[config.mk]
export PLATFORM = sky130hd
export DESIGN_NAME = lcm_serial_writer
export DESIGN_NICKNAME = d
export VERILOG_FILES = /design/src/rtl/lcm_serial_writer.sv
export SDC_FILE = /design/constraint.sdc
export NUM_CORES = 1
export LEC_CHECK = 0
export BUFFER_PORTS_ARGS = -buffer_cell sky130_fd_sc_hd__clkbuf_2
export CAP_MARGIN = 20
export CORE_MARGIN = 2
export CORE_UTILIZATION = 60
export DETAILED_ROUTE_END_ITERATION = 10
export PLACE_DENSITY_LB_ADDON = 0.2
export SYNTH_ARGS = -nofsm -noshare
export SYNTH_HDL_FRONTEND = slang
export SYNTH_SLANG_ARGS = --single-unit
[constraint.sdc]
create_clock -name clk_in -period 3 [get_ports clk_in]
set_input_delay 0.15 -clock clk_in [delete_from_list [all_inputs] [get_ports clk_in]]
set_output_delay 0.15 -clock clk_in [all_outputs]
set_load 0.02 [all_outputs]
[src/rtl/lcm_serial_writer.sv]
// Serial write engine for the LCM panel: shifts one WIDTH-bit word MSB-first over CSN/SCL/SDA.
// One bus half-period lasts div_base+1 clk_in cycles, with the rate latched when a word is accepted.
module lcm_serial_writer #(
    parameter int WIDTH = 16
) (
    input  logic             clk_in,
    input  logic             rst_n,
    input  logic [4:0]       div_base,
    input  logic [WIDTH-1:0] wr_data,
    input  logic             wr_valid,
    output logic             wr_ready,
    output logic             busy,
    output logic             done,
    output logic             lcm_csn,
    output logic             lcm_scl,
    output logic             lcm_sda
);

    localparam int BCW = (WIDTH > 1) ? $clog2(WIDTH) : 1;

    typedef enum logic [2:0] {
        S_IDLE,
        S_SETUP,
        S_SHIFT,
        S_HOLD,
        S_GAP
    } state_t;

    state_t           state;
    logic [4:0]       hc;
    logic [4:0]       div_base_q;
    logic [BCW-1:0]   bit_cnt;
    logic             phase_hi;
    logic [WIDTH-1:0] shift_q;
    logic             accept;
    logic             phase_end;

    assign accept    = wr_valid & wr_ready;
    assign phase_end = (hc == div_base_q);

    // Word and rate hold no control meaning, so they carry no reset.
    always_ff @(posedge clk_in) begin
        if (accept) begin
            shift_q    <= wr_data;
            div_base_q <= div_base;
        end else if (state == S_SHIFT && phase_hi && phase_end && bit_cnt != '0) begin
            shift_q <= shift_q << 1;
        end
    end

    always_ff @(posedge clk_in or negedge rst_n) begin
        if (!rst_n) begin
            state    <= S_IDLE;
            hc       <= '0;
            bit_cnt  <= '0;
            phase_hi <= 1'b0;
            wr_ready <= 1'b1;
            busy     <= 1'b0;
            done     <= 1'b0;
            lcm_csn  <= 1'b1;
            lcm_scl  <= 1'b1;
            lcm_sda  <= 1'b0;
        end else begin
            done <= 1'b0;
            if (state == S_IDLE) begin
                hc <= '0;
            end else begin
                hc <= phase_end ? 5'd0 : hc + 5'd1;
            end
            case (state)
                S_IDLE: begin
                    if (wr_valid) begin
                        state    <= S_SETUP;
                        bit_cnt  <= BCW'(WIDTH - 1);
                        wr_ready <= 1'b0;
                        busy     <= 1'b1;
                        lcm_csn  <= 1'b0;
                        lcm_scl  <= 1'b1;
                        lcm_sda  <= wr_data[WIDTH-1];
                    end
                end
                S_SETUP: begin
                    if (phase_end) begin
                        state    <= S_SHIFT;
                        phase_hi <= 1'b0;
                        lcm_scl  <= 1'b0;
                        lcm_sda  <= shift_q[WIDTH-1];
                    end
                end
                S_SHIFT: begin
                    if (phase_end) begin
                        if (!phase_hi) begin
                            phase_hi <= 1'b1;
                            lcm_scl  <= 1'b1;
                        end else if (bit_cnt == '0) begin
                            state <= S_HOLD;
                        end else begin
                            // Next bit is presented together with the falling SCL edge.
                            bit_cnt  <= bit_cnt - 1'b1;
                            phase_hi <= 1'b0;
                            lcm_scl  <= 1'b0;
                            lcm_sda  <= shift_q[WIDTH-2];
                        end
                    end
                end
                S_HOLD: begin
                    if (phase_end) begin
                        state   <= S_GAP;
                        lcm_csn <= 1'b1;
                        lcm_sda <= 1'b0;
                        done    <= (div_base_q == 5'd0);
                    end
                end
                S_GAP: begin
                    // done is registered, so it is raised one cycle ahead of the last GAP cycle.
                    if (phase_end) begin
                        state    <= S_IDLE;
                        wr_ready <= 1'b1;
                        busy     <= 1'b0;
                    end else if (hc == div_base_q - 5'd1) begin
                        done <= 1'b1;
                    end
                end
                default: state <= S_IDLE;
            endcase
        end
    end

endmodule

==> impl_metrics.toml <==
[floorplanning]
rows = 21
fp.dieArea_mm2 = 0.003830
start_util_pct = 61.22
die_w_um = 61.89
core-area_mm2 = 0.003284
die_height_um = 61.89
io_pins = 30

[global_routing]
grt_antenna_before_repair = 0
met1_usage_pct = 28.86
use_met3_pct = 7.867
grt_max_degree = 20
grt_pass1_wl_um = 6051
grt_use_total_pct = 22.71
grtUsageMet2_pct = 35.34
gr-total-overflow = 0
grt_busiest_layer = "met2"
grt_pass1_vias = 1327

[outcome]
status = "complete, no violations"

[worst_hold_path]
hold_path_class = "input port to register"
holdPathStages = 2

[sta]
worst_pin_slew_ns = 0.5933
clock-skew-final_ns = 0.01050
setup_viol_count_final = 0
worst_slack_ns = 0.8373
report.final.hold_viol_count = 0
fin_setup_tns_ns = 0
fin_crit_ns = 2.163
rsz0062_at_grt = "no"
drv_slew = 0
post-route-period-util_pct = 72.09
slew_headroom_pct = 60.11
timing.fmax_ghz = 0.4624

[setup_path]
crit_type = "register to register"
crit_slowest_cell = "a21o_1"
start_kind = "register"
path_max_fanout = 16
rr_worst_depth = 5
path_delay_family = "simple AND/OR/NAND/NOR gates"
path_cells = "xnor2_1, nand3_1, nor2_1, and2_1, a21o_1"
worstPathArrival_ns = 2.16
slowest_delay_ns = 0.52
required_ns = 2.99
cp_num_cells = 5
cp-end-kind = "register"
cp.buffers_inverters = 0

[cells_and_area]
final_cell_mix = "clkbuf_2, edfxtp_1, mux2_2, nor2_1, dfrtp_1"
final_common_cell = "clkbuf_2"
nets = 234
antenna_cells = 0
syn_to_final_growth_pct = 15.43
utilization_pct = 70.67
drive_gt1_share_pct = 29.81

[cts]
root_buffer = "clkbuf_4"
cts_made_buffers = 5
postCtsSetupRepairBufs = 0
tritoncts = "built"
clock_latency_ns = 0.35
cts_buffer_depth = 2
htreeDepth = 2
clock_sinks = 40
cts.clk_slew.worst_paths_ns = 0.11
cts_resized = 0
hold_buffers = 6

[synthesis]
synth_ff_type = "edfxtp_1"
netlist_area_mm2 = 0.002011
ys_top_cells_by_area = "edfxtp_1, dfrtp_1, mux2_2"
ys_types = 45
synth_edf_count = 21
avgSynthCellArea_um2 = 11.83
synth_area_leader_cell = "edfxtp_1"
netlist.area_leader.share_pct = 31.36
ys_async_sr_fraction_pct = 47.50
syn-num-nets = 197
ys_seq_area_share_pct = 55.20
syn-instance-count = 170
yosys_register_bits = 40
ys_warn_count = 0

[detailed_routing]
first_iter_violations = 140
finalWirelength_um = 3719
wl_per_cell_um = 14.64
vias = 1406
firstDrtPassIters = 4
vias_per_cell = 5.535
ant_nets = 0
drc = 0

[placed_design]
numPortBuffers = 29
gp_congestion = 0.8697
hpwl_um = 2622
preCtsSetupSlack_ns = 0.8735

[pwr]
ir_worst_vdd_mv = 0.4201
power_leakage_nw = 0.9345
powerDensity_mw_per_mm2 = 808.6

[job]
max_cap_viol_count = 0
-- through the flow --
stage	total power, mW	instance area, µm²	hold slack [ns]	cells
after floorplan	1.384	2011	-0.1456	170
after global placement	1.479	2176	0.1156	240
after detailed placement	1.508	2176	0.1314	240
after CTS	1.886	2321	0.07653	254
after global routing	2.001	2321	0.07906	254
final	1.877	2321	0.09959	254
-- state kept, by name, indices dropped and copies added, names as in the netlist --
register,count
lcm_csn,1
wr_ready,1
lcm_scl,1
bit_cnt,4
div_base_q,5
state,3
lcm_sda,1
phase_hi,1
busy,1
hc,5
shift_q,16
done,1
-- metal layers --
layer  vias to the layer above  share of wire, %
met3                         5               5.7
met5                         -                 0
met4                         0               1.7
met2                        42                47
met1                       671                45
li1                        688                 -
-- logic make-up after synthesis --
family                     count (synthesis)  synth area share (%)
AOI/OAI and AO/OA                         25                 8.152
xor gates and xnor gates                  13                 6.037
adders and majority gates                  3                 1.867
buffers and inverters                     14                 3.921
DFF                                       40                 55.20
muxes                                     19                 10.45
and+or+nand+nor                           56                 14.38
-- area by class of cell --
| cell class | instances | area, µm² |
|---|---|---|
| timing repair buffer | 37 | 220.2 |
| clock inverter | 2 | 33.78 |
| tap | 46 | 57.56 |
| multi-input combinational | 116 | 822.0 |
| clock buffer | 6 | 51.30 |
| sequential | 40 | 1110 |
| inverter | 7 | 26.28 |
| fill | 256 | 963.4 |
-- path summary, 6_finish.rpt --
path                                from    endpoint  slack [ns]
max                        div_base_q[4]  shift_q[1]        0.84
min                           wr_data[4]  shift_q[4]         0.1
max reg2reg                div_base_q[4]  shift_q[1]        0.84
min reg2reg                      lcm_csn     lcm_csn        0.49
max in group asynchronous          rst_n     lcm_csn        2.37
min in group asynchronous          rst_n  bit_cnt[2]        0.27
-- cell usage after synthesis, types with 2 or more instances --
cell type   n
edfxtp_1   21
nor3_1      2
or3_1       2
clkbuf_1    3
dfstp_2     3
nor2_1     16
o21ai_0     9
ha_1        3
o211ai_1    2
xor2_1      3
mux2i_1     3
o31ai_1     2
buf_6       3
xnor2_1     9
inv_1       7
nand3b_1    2
mux2_2     16
dfrtp_1    16
nand3_1     6
a21oi_1     3
nand2_1    15
-- power by group --
part	internal, mW	switching, mW
registers	0.750	0.137
logic	0.291	0.329
clock network	0.196	0.174
total	1.24	0.640
-- worst register-to-register path, delay by kind of cell, from the launching register on --
family / cells / cell delay [ns]
flip-flops: 1 / 0.42
XOR/XNOR: 1 / 0.36
AND/OR/NAND/NOR: 3 / 0.52
AO/OA/AOI/OAI: 1 / 0.52
(Power assumes the default switching activity.)
